$ cat config.mk
export PLATFORM = sky130hd
export DESIGN_NAME = silent_lpf_sched
export DESIGN_NICKNAME = d
export VERILOG_FILES = /design/src/rtl/silent_lpf_pkg.sv /design/src/rtl/silent_lpf_sched_tick_gen.sv /design/src/rtl/silent_lpf_sched.sv
export SDC_FILE = /design/constraint.sdc
export NUM_CORES = 1
export LEC_CHECK = 0
export CORE_AREA = 2 2 119 121
export DETAILED_ROUTE_END_ITERATION = 8
export DIE_AREA = 0 0 121 123
export GPL_TIMING_DRIVEN = 0
export SYNTH_ARGS = -nofsm -noshare
export SYNTH_HDL_FRONTEND = slang
export SYNTH_SLANG_ARGS = --single-unit
$ cat constraint.sdc
create_clock -name CLK -period 8.4 [get_ports CLK]
set_clock_uncertainty 0.05 [all_clocks]
set_input_delay 0.84 -clock CLK [delete_from_list [all_inputs] [get_ports CLK]]
set_output_delay 0.84 -clock CLK [all_outputs]
set_load 0.02 [all_outputs]
$ cat src/rtl/silent_lpf_pkg.sv
// Shared types and latency helper for the silent LPF stage and its sequencer.
package silent_lpf_pkg;

  typedef enum logic [1:0] {
    DISABLED = 2'd0,
    WARMUP   = 2'd1,
    IDLE     = 2'd2,
    RUN      = 2'd3
  } state_t;

  // Cycles from an accepted START until the LPF is back in IDLE.
  function automatic int unsigned busy_cycles(input int unsigned depth);
    return 2 * depth + 10;
  endfunction

endpackage

$ cat src/rtl/silent_lpf_sched_tick_gen.sv
// Update-interval counter: clamps/samples PERIOD, merges SYNC with the natural wrap.
module period_tick_gen #(
  parameter int unsigned PERIOD_WIDTH = 16,
  parameter int unsigned MIN_PERIOD   = 509
) (
  input  logic                    CLK,
  input  logic                    RST,
  input  logic                    ENABLE_IN,
  input  logic [PERIOD_WIDTH-1:0] PERIOD,
  input  logic                    SYNC,
  output logic                    TICK
);

  localparam logic [PERIOD_WIDTH-1:0] P_MIN = PERIOD_WIDTH'(MIN_PERIOD);

  logic [PERIOD_WIDTH-1:0] cnt;
  logic [PERIOD_WIDTH-1:0] p_eff;
  logic [PERIOD_WIDTH-1:0] p_clamp;
  logic                    wrap;

  assign p_clamp = (PERIOD < P_MIN) ? P_MIN : PERIOD;
  assign wrap    = (cnt == p_eff - PERIOD_WIDTH'(1));

  // Position 0 of the grid is the tick; SYNC makes the current cycle position 0.
  assign TICK = ENABLE_IN && (SYNC || (cnt == '0));

  always_ff @(posedge CLK) begin
    if (RST) begin
      cnt   <= '0;
      p_eff <= P_MIN;
    end else if (!ENABLE_IN) begin
      cnt <= '0;
    end else begin
      if (TICK) p_eff <= p_clamp;
      if (SYNC)      cnt <= PERIOD_WIDTH'(1);
      else if (wrap) cnt <= '0;
      else           cnt <= cnt + PERIOD_WIDTH'(1);
    end
  end

endmodule

$ cat src/rtl/silent_lpf_sched.sv
// Silent-mode LPF sequencer: periodic START/STEP issue, busy tracking, overrun count, ENABLE gating.
module silent_lpf_sched
  import silent_lpf_pkg::*;
#(
  parameter int unsigned WIDTH        = 13,
  parameter int unsigned DEPTH        = 249,
  parameter int unsigned PERIOD_WIDTH = 16,
  parameter int unsigned BUSY_CYCLES  = busy_cycles(DEPTH)
) (
  input  logic                    CLK,
  input  logic                    RST,
  input  logic                    ENABLE_IN,
  input  logic [WIDTH-1:0]        STEP_IN,
  input  logic [PERIOD_WIDTH-1:0] PERIOD,
  input  logic                    SYNC,
  output logic                    LPF_START,
  output logic [WIDTH-1:0]        LPF_STEP,
  output logic                    LPF_ENABLE,
  output logic                    BUSY,
  output logic [15:0]             OVERRUN_CNT
);

  localparam int unsigned BW = $clog2(BUSY_CYCLES + 1);

  state_t          state, state_d;
  logic [BW-1:0]   busy_cnt, busy_cnt_d;
  logic            drain, drain_d;
  logic            tick;
  logic            issue;
  logic            expire;
  logic            lpf_enable_d;

  period_tick_gen #(
    .PERIOD_WIDTH (PERIOD_WIDTH),
    .MIN_PERIOD   (BUSY_CYCLES + 1)
  ) u_tick_gen (
    .CLK       (CLK),
    .RST       (RST),
    .ENABLE_IN (ENABLE_IN),
    .PERIOD    (PERIOD),
    .SYNC      (SYNC),
    .TICK      (tick)
  );

  assign expire = (busy_cnt == BW'(1));

  // Next state; drain remembers an ENABLE_IN drop while a pass is still in flight.
  always_comb begin
    state_d      = state;
    drain_d      = drain;
    issue        = 1'b0;
    lpf_enable_d = LPF_ENABLE && ENABLE_IN;
    busy_cnt_d   = (busy_cnt != '0) ? busy_cnt - BW'(1) : '0;
    case (state)
      DISABLED: begin
        if (ENABLE_IN) begin
          issue   = 1'b1;
          drain_d = 1'b0;
          state_d = WARMUP;
        end
      end
      WARMUP, RUN: begin
        if (!ENABLE_IN) drain_d = 1'b1;
        if (expire) begin
          drain_d = 1'b0;
          if (drain || !ENABLE_IN) begin
            state_d = DISABLED;
          end else begin
            state_d = IDLE;
            if (state == WARMUP) lpf_enable_d = 1'b1;
          end
        end
      end
      IDLE: begin
        if (!ENABLE_IN) begin
          state_d = DISABLED;
        end else if (tick) begin
          issue   = 1'b1;
          state_d = RUN;
        end
      end
      default: state_d = DISABLED;
    endcase
    if (issue) busy_cnt_d = BW'(BUSY_CYCLES);
  end

  always_ff @(posedge CLK) begin
    if (RST) begin
      state       <= DISABLED;
      drain       <= 1'b0;
      busy_cnt    <= '0;
      LPF_START   <= 1'b0;
      LPF_STEP    <= '0;
      LPF_ENABLE  <= 1'b0;
      BUSY        <= 1'b0;
      OVERRUN_CNT <= '0;
    end else begin
      state      <= state_d;
      drain      <= drain_d;
      busy_cnt   <= busy_cnt_d;
      LPF_START  <= issue;
      LPF_ENABLE <= lpf_enable_d;
      BUSY       <= (busy_cnt_d != '0);
      if (issue) LPF_STEP <= STEP_IN;
      // A tick landing while busy (including its last cycle) is dropped and counted.
      if (tick && BUSY && (OVERRUN_CNT != 16'hFFFF))
        OVERRUN_CNT <= OVERRUN_CNT + 16'd1;
    end
  end

endmodule

==> summary by stage, run 1 <==
Drt
The DRC violation count after routing is 0. The routed layout has roughly 3600 vias. In the routed layout, each cell is associated on average with a via count of ~5.0. The pre-antenna-repair detailed-routing pass consisted of 4 iterations. The first routing iteration left 97 violations. Once detail routing completed, the nets flagged for antenna violations numbered 0. The post-detailed-route wirelength per cell is roughly 14 um. The total length of routed wires is a little over 10000 um.

Timing
Once routing completed, OpenROAD measured the worst setup slack at 5.22 ns. The highest clock rate is approximately 310 MHz. Of the available clock period, the critical path in the final layout requires 0.379. At the pin with the least slew margin, the transition time is between 0.8 and 0.9 ns. The tightest slew margin relative to the limit is 0.429. After routing, the total negative slack on setup checks comes to 0 ns. The max-slew violation count is 0.

The final critical path time including I/O delays and setup is ~3.2 ns. Setup violations remaining at the end of the flow were counted as 0. The final number of hold-violating endpoints is 0.

Setup repair after global routing left no endpoint under its margin.

Min path
The number of cells on the worst hold path is 2. The startpoint identified for the worst hold timing path is LPF_ENABLE. The path with the worst hold slack has its endpoint at LPF_ENABLE. The min-delay analysis places its worst path in the category flip-flop to flip-flop.

Die
The floorplan step defined a die boundary enclosing between 10000 and 15000 um^2. The die width is around 120 um. The core area is 13600 um^2. For this configuration, the core starts out at a cell density of 0.292. Pin placement for this block handled 65 I/O pins. The floorplan has 43 rows. The floorplan step set the die height to ~120 um.

Logic synthesis
Synthesis instantiated 55 different standard cells from the library. The cell count after synthesis came out at 470. Among all flip-flop cells after synthesis, the most frequent one is sky130_fd_sc_hd__dfxtp_1. The total of warnings raised by yosys is 0. The post-synthesis average cell area is roughly 8.5 um^2. Synthesis inferred 76 register bits.

The post-synth net total is roughly 510. The sequential-to-total area share from yosys stat is 0.383. The mapped netlist covers 3980 um^2. The count of flip-flops with a built-in enable after synthesis is 0. The fraction of synthesis flops using an asynchronous set or reset pin is 0.

CTS
Once the clock tree was built, the resizer swapped 0 gates to a different size. TritonCTS built the clock tree. The clock net in this run drives a total of 76 sinks. The later pin in the worst-skew pair is clocked with a latency of approximately 0.34 ns. The post-CTS setup-driven buffer insertion count is 0. The maximum count of clock buffers along a single path is 2.

The H-tree was split into 3 levels. Clock tree synthesis inserted a total of 9 buffers. The buffer cell driving the clock tree root is sky130_fd_sc_hd__clkbuf_16. The hold buffer count at cts is 0. After clock tree synthesis, the clock-pin slew on the worst setup and hold paths is roughly 0.06 ns.

Layout
Leaving out fill and tap cells, the most frequent cells in the layout are 76 x sky130_fd_sc_hd__dfxtp_1, 62 x sky130_fd_sc_hd__clkdlybuf4s50_1, 58 x sky130_fd_sc_hd__nor2_1, 29 x sky130_fd_sc_hd__nand2_1, 27 x sky130_fd_sc_hd__a21oi_1. The repair_antennas step left the layout with diodes totalling 0. The post-route core utilization is 0.376. In the final layout, the share of cells above drive strength 1 is 0.0695.

The most frequent standard cell in the layout excluding fill and tap cells is sky130_fd_sc_hd__dfxtp_1. The fill cell total of the finished layout is ~1400. The number of nets in the layout is 582. Compared with the post-synthesis result, the final layout area differs by 28.7%.

Placement
The worst slack at placement is roughly 4.9 ns. After legalization and detailed placement, the total HPWL measured ~7600 um. The routability-driven placement congestion ratio is between 0.8 and 0.9. The number of port buffers is just over 60.

Setup path
The critical register-to-register path startpoint is u_tick_gen.p_eff[0]. The startpoint type of the worst setup path is a flip-flop. The worst-case register-to-register setup slack is about 5.2 ns.

The worst setup path is of the flip-flop to flip-flop kind. In this run the critical register-to-register path is captured at u_tick_gen.cnt[13]. At the worst endpoint, the required time is between 8 and 9 ns. The largest individual stage delay along the critical path comes from the cell sky130_fd_sc_hd__or4b_1. STA puts the critical path data arrival time at 3.33 ns. The worst setup path is captured at a flip-flop.

The largest fanout on the critical path is 10. For this run, the slowest stage of the critical path takes 0.56 ns. The critical path goes through clkbuf_1, inv_1, ha_1, or4b_1, or4_1, nand4_1, a21oi_1, nor4_4, buf_6, nor4_2. The worst-case reg-to-reg path depth is 10.

Power
In this run the power density over the cells is 178 nW/um^2. The reported leakage power is ~0.0017 uW. The internal cell power is between 600 and 700 uW. Of the total power, the share spent switching nets is 0.269. The worst-case IR drop observed on VDD is between 0.1 and 0.15 mV. The share of power burned in the clock network is 0.425. The part of the power in registers is 0.435. In this run the power spent charging and discharging nets is between 200 and 250 uW. The combinational fraction of design power is 0.140.

Global route
The global-route met2 utilization is 0.238. The maximum number of pins on one net before global-route repair is 14. The met3 demand-to-capacity share in global routing is 0.0572. met2 is the most crowded layer. The global-route usage over all layers is 0.146. The leftover overflow at the end of global routing is 0. The first global-routing pass estimated approximately 17000 um of wire. The number of antenna violations at the first check in global routing is 0. The number of global-route vias before repair is about 3600. In the global route stage, met1 resource usage came out at 0.173.

Run status
The run finished with clean final reports.

Job
Across the run, the number of max-cap violations was 0.
==> per-layer routing <==
| layer | share of wire | wire (um) | up-vias |
|---|---|---|---|
| li1 | - | - | 1831 |
| met1 | 0.45 | 4610 | 1686 |
| met2 | 0.46 | 4760 | 86 |
| met3 | 0.071 | 732 | 15 |
| met4 | 0.018 | 181 | 0 |
| met5 | 0 | 0 | - |
==> Yosys cell counts, drive strengths merged (2+ instances only) <==
cell / n / area (um^2)
nor4: 27 / 246
inv: 16 / 60.1
o41ai: 2 / 17.5
a21oi: 27 / 135
nand4: 12 / 75.1
nand2: 29 / 109
and2: 3 / 18.8
a31oi: 2 / 12.5
a22o: 2 / 17.5
a41oi: 2 / 17.5
and4: 3 / 26.3
o211ai: 2 / 15.0
and3: 7 / 43.8
nor2b: 6 / 37.5
or4: 6 / 52.6
or3: 9 / 56.3
nor4b: 5 / 43.8
nand3: 14 / 70.1
clkbuf: 23 / 86.3
o21ai: 10 / 50.1
nor2: 58 / 218
o31ai: 2 / 15.0
buf: 4 / 25.0
nand2b: 6 / 37.5
xnor2: 19 / 166
dfxtp: 76 / 1520
mux2i: 13 / 130
o21bai: 8 / 60.1
a211oi: 4 / 35.0
xor2: 22 / 193
o21a: 2 / 15.0
o2111ai: 3 / 32.5
nand3b: 2 / 15.0
ha: 6 / 75.1
nor3: 26 / 135
==> cell type report <==
type	instances	area (um^2)	share of cell area
Buffer	27	111	0.0218
Clock buffer	9	225	0.0440
Clock inverter	6	65.1	0.0127
Inverter	16	60.1	0.0117
Multi-Input combinational cell	351	2290	0.447
Sequential cell	76	1520	0.297
Tap cell	180	225	0.0440
Timing Repair Buffer	62	621	0.121
==> through the flow <==
stage	total power (uW)	cells	hold WS, ns	instance area, um^2
2_1_floorplan	483	470	0.399	3980
4_1_cts	919	727	0.434	5110
3_3_place_gp	529	712	0.415	4820
3_5_place_dp	531	712	0.420	4820
5_1_grt	952	727	0.464	5120
6_report	911	727	0.424	5120
==> flip-flops by register name, summed over array words and instances, names as in the netlist <==
name / count
OVERRUN_CNT: 16
u_tick_gen.cnt: 16
u_tick_gen.p_eff: 16
LPF_STEP: 13
busy_cnt: 9
state: 2
BUSY: 1
LPF_ENABLE: 1
LPF_START: 1
drain: 1
==> power groups by stage <==
stage / clock network (uW) / logic, uW / registers (uW)
global route: 410 / 143 / 399
CTS: 395 / 128 / 396
finish: 387 / 128 / 396
floorplan: 0 / 76.5 / 406
global placement: 0 / 126 / 403
detailed placement: 0 / 127 / 404
==> how the worst max path moves through the flow <==
| stage | endpoint | slack [ns] | startpoint |
|---|---|---|---|
| 2_1_floorplan | u_tick_gen.cnt[10] | 5.66 | u_tick_gen.p_eff[0] |
| 3_3_place_gp | u_tick_gen.p_eff[1] | 4.91 | PERIOD[13] |
| 3_5_place_dp | u_tick_gen.p_eff[1] | 4.88 | PERIOD[13] |
| 4_1_cts | u_tick_gen.cnt[13] | 5.22 | u_tick_gen.p_eff[0] |
| 5_1_grt | u_tick_gen.cnt[13] | 5.02 | u_tick_gen.p_eff[0] |
| 6_report | u_tick_gen.cnt[13] | 5.22 | u_tick_gen.p_eff[0] |
==> critical path, delay by kind of cell, from the launching register on <==
| kind | cells | cell delay (ns) |
|---|---|---|
| adder cells (fa/ha/maj) | 1 | 0.26 |
| flip-flops | 1 | 0.30 |
| AND/OR/NAND/NOR | 5 | 1.76 |
| buffers and inverters | 3 | 0.53 |
| AO/OA/AOI/OAI | 1 | 0.13 |
==> cell families after synthesis <==
| kind of cell | count (synthesis) | share of synthesized area |
|---|---|---|
| compound gates | 73 | 0.123 |
| xor+xnor | 41 | 0.0903 |
| fa+ha+maj | 6 | 0.0189 |
| buf+inv | 43 | 0.0431 |
| mux | 14 | 0.0356 |
| simple gates | 217 | 0.306 |
| flops | 76 | 0.383 |
No activity file was read; power rests on OpenSTA's default activity.
==> run 2: changes to the inputs <==
clock period = 2.8 ns   (was 8.4 ns; I/O delays follow)
==> run 2 against run 1 <==
Against the previous run: combinational power grew to 3.1 times the previous value; maximum frequency grew 18%; core utilization grew 0.98 points; non-clock buffer count grew 4; setup slack lost 5.1 ns; register-to-register slack lost 5.1 ns; design area grew 2.6%; first-iteration DRC count grew 7.2%; global-route usage grew 0.16 points; total power grew to 3.0 times the previous value.
==> summary by stage, run 2 (synthesis results as in run 1) <==
Run status
Result of the run: finished clean (unchanged).

CTS
The clock slew at the register clock pins of the worst setup and hold paths was 0.06 ns (about the same). The CTS tree was yes (unchanged). The maximum count of clock buffers along a single path was 2 (unchanged).

The clock latency on the worst-skew pair was 0.34 ns (about the same). The hold buffer count at cts is 0 (unchanged). The number of buffers created by CTS is 9 (unchanged). The clock net sink count is 76 (unchanged).

The buffer cell driving the clock tree root is sky130_fd_sc_hd__clkbuf_16 (unchanged). The H-tree depth was 3 (unchanged).

Power
The power density of the placed cells was 523 nW/um^2 (was 178 nW/um^2). The reported leakage power is 0.00176 uW (was 0.00173 uW). The peak supply drop came to 0.315 mV (was 0.105 mV).

Global route
The number of antenna violations at the first check in global routing is 0 (unchanged). The global-route usage over all layers is 0.147 (was 0.146). The leftover overflow at the end of global routing is 0 (unchanged).

The wire length of the first global-routing pass is 17600 um (was 17400 um). The maximum number of pins on one net before global-route repair came to 14 (unchanged). The number of global-route vias before repair is 3620 (was 3578).

Drt
The DRC violation count after routing is 0 (unchanged). The number of search-and-repair iterations in the first detailed-routing pass is 4 (unchanged). The total length of routed wires is 10500 um (was 10300 um).

The violation count after the first detailed-routing iteration was 104 (was 97). The total number of vias was 3637 (was 3618). The post-detailed-route wirelength per cell is 14.3 um (was 14.1 um). The residual antenna-violating net count after detailed routing is 0 (unchanged). The per-cell via count in the routed design came to 4.98 (about the same).

Setup path
The startpoint type of the worst setup path is a flip-flop (unchanged). The category of the critical setup timing path is flip-flop to flip-flop (unchanged). The required time at the endpoint of the critical path is 2.95 ns (was 8.54 ns). The endpoint type of the worst setup path is a flip-flop (unchanged).

The data arrival time of the worst path is 2.84 ns (was 3.33 ns). The largest fanout on the critical path is 8 (was 10). Cell chain of the critical path: inv_2, ha_4, or4b_4, or4_1, nand4_1, a21oi_2, nor4_4, buf_4, nor4b_2 (was clkbuf_1, inv_1, ha_1, or4b_1, or4_1, nand4_1, a21oi_1, nor4_4, buf_6, nor4_2).

The cell with the biggest individual delay on the critical path was sky130_fd_sc_hd__or4b_4 (was sky130_fd_sc_hd__or4b_1). The peak per-stage delay on the critical path is 0.50 ns (was 0.56 ns).

Job
The number of violations of the max-capacitance limit is 0 (unchanged).

Die
The floorplan die area was 14900 um^2 (unchanged). The core area was 13600 um^2 (unchanged). The height of the chip is 123 um (unchanged). The number of placement rows came to 43 (unchanged). The boundary pin count is 65 (unchanged). The die width is 121 um (unchanged). The starting utilization of the core area was 0.292 (unchanged).

Layout
Top flop regs: OVERRUN_CNT (16), u_tick_gen.cnt (16), u_tick_gen.p_eff (16) (unchanged). The share of post-route cells with drive strength above 1 was 0.107 (was 0.0695). The footprint of the flip-flops and latches is 1530 um^2 (was 1520 um^2). The most frequent standard cell in the layout excluding fill and tap cells is sky130_fd_sc_hd__dfxtp_1 (unchanged). The synthesis-to-layout area growth is 32.1% (was 28.7%).

The post-route core utilization came to 0.386 (was 0.376). The number of antenna cells inserted is 0 (unchanged). The fill cell total of the finished layout is 1373 (was 1386).

Most frequent cells in the layout: 74 x sky130_fd_sc_hd__dfxtp_1, 62 x sky130_fd_sc_hd__clkdlybuf4s50_1, 58 x sky130_fd_sc_hd__nor2_1, 29 x sky130_fd_sc_hd__nand2_1, 26 x sky130_fd_sc_hd__a21oi_1 (was 76 x sky130_fd_sc_hd__dfxtp_1, 62 x sky130_fd_sc_hd__clkdlybuf4s50_1, 58 x sky130_fd_sc_hd__nor2_1, 29 x sky130_fd_sc_hd__nand2_1, 27 x sky130_fd_sc_hd__a21oi_1). The number of nets in the layout is 586 (was 582). The area taken by multi-input logic gates is 2380 um^2 (was 2290 um^2).

Timing
The worst setup margin is 0.110 ns (was 5.22 ns). The tightest slew margin relative to the limit is 0.428 (was 0.429). The total of endpoints with negative setup slack in the final report is 0 (unchanged). The post-route setup TNS is 0 ns (unchanged). The final cycle utilization of the critical path is 0.961 (was 0.379). The final number of hold-violating endpoints was 0 (unchanged). The final critical path time including I/O delays and setup is 2.69 ns (was 3.18 ns). The worst hold margin is 0.355 ns (was 0.424 ns).

The max-slew violation count is 0 (unchanged). The transition time at the pin with the least slew margin is 0.851 ns (was 0.850 ns). The highest clock rate is 372 MHz (was 314 MHz).

Placement
The routability-driven placement congestion ratio is 0.808 (unchanged). The number of port buffers is 62 (unchanged). The worst slack at placement came to -0.357 ns (was 4.88 ns). The placed wire-length estimate after detailed placement is 7560 um (unchanged).

Min path
The worst hold-check path type is input port to flip-flop (was flip-flop to flip-flop).
-- run 2: critical path: cells and delay by family, from the launching register on --
kind / cells / cell delay [ns]
AO/OA/AOI/OAI: 1 / 0.10
adder cells (fa/ha/maj): 1 / 0.16
buffers and inverters: 2 / 0.30
flip-flops: 1 / 0.38
AND/OR/NAND/NOR: 5 / 1.57
-- run 2: timing repair --
action	CTS	global route
pin swaps	1	2
setup endpoints to repair	15	29
cloned	1	0
gates resized for setup	9	13
setup buffers	1	3
-- run 2: area by class of cell --
type / count / share of cell area
Sequential cell: 76 / 0.291
Clock buffer: 9 / 0.0429
Timing Repair Buffer: 67 / 0.126
Buffer: 26 / 0.0205
Tap cell: 180 / 0.0429
Inverter: 16 / 0.0114
Multi-Input combinational cell: 351 / 0.453
Clock inverter: 6 / 0.0124
-- run 2: power breakdown --
part | switching (uW) | internal, uW | total [uW] | leakage (uW)
clock | 469 | 686 | 1160 | 0.000142
sequential | 55.8 | 1140 | 1190 | 0.000622
combinational | 215 | 183 | 397 | 0.00100
-- run 2: routing by layer --
metal,vias to the layer above,track usage,wire [um]
li1,1839,-,-
met1,1710,0.176,4670
met2,78,0.241,4950
met3,10,0.0558,735
met4,0,0.0552,106
met5,-,0,0
-- run 2: final timing paths --
path	slack, ns	from	end	cells past startpoint
min reg2reg	0.42	LPF_ENABLE	LPF_ENABLE	2
max reg2reg	0.11	u_tick_gen.p_eff[0]	u_tick_gen.cnt[1]	9
min	0.35	SYNC	u_tick_gen.cnt[1]	2
max	0.11	u_tick_gen.p_eff[0]	u_tick_gen.cnt[1]	9
-- run 2: per-stage QoR --
step,cell area [um^2],power (uW),cells
detailed placement,4820,1590,712
global route,5250,2870,731
floorplan,3980,1450,470
CTS,5160,2760,728
finish,5250,2740,731
global placement,4820,1590,712
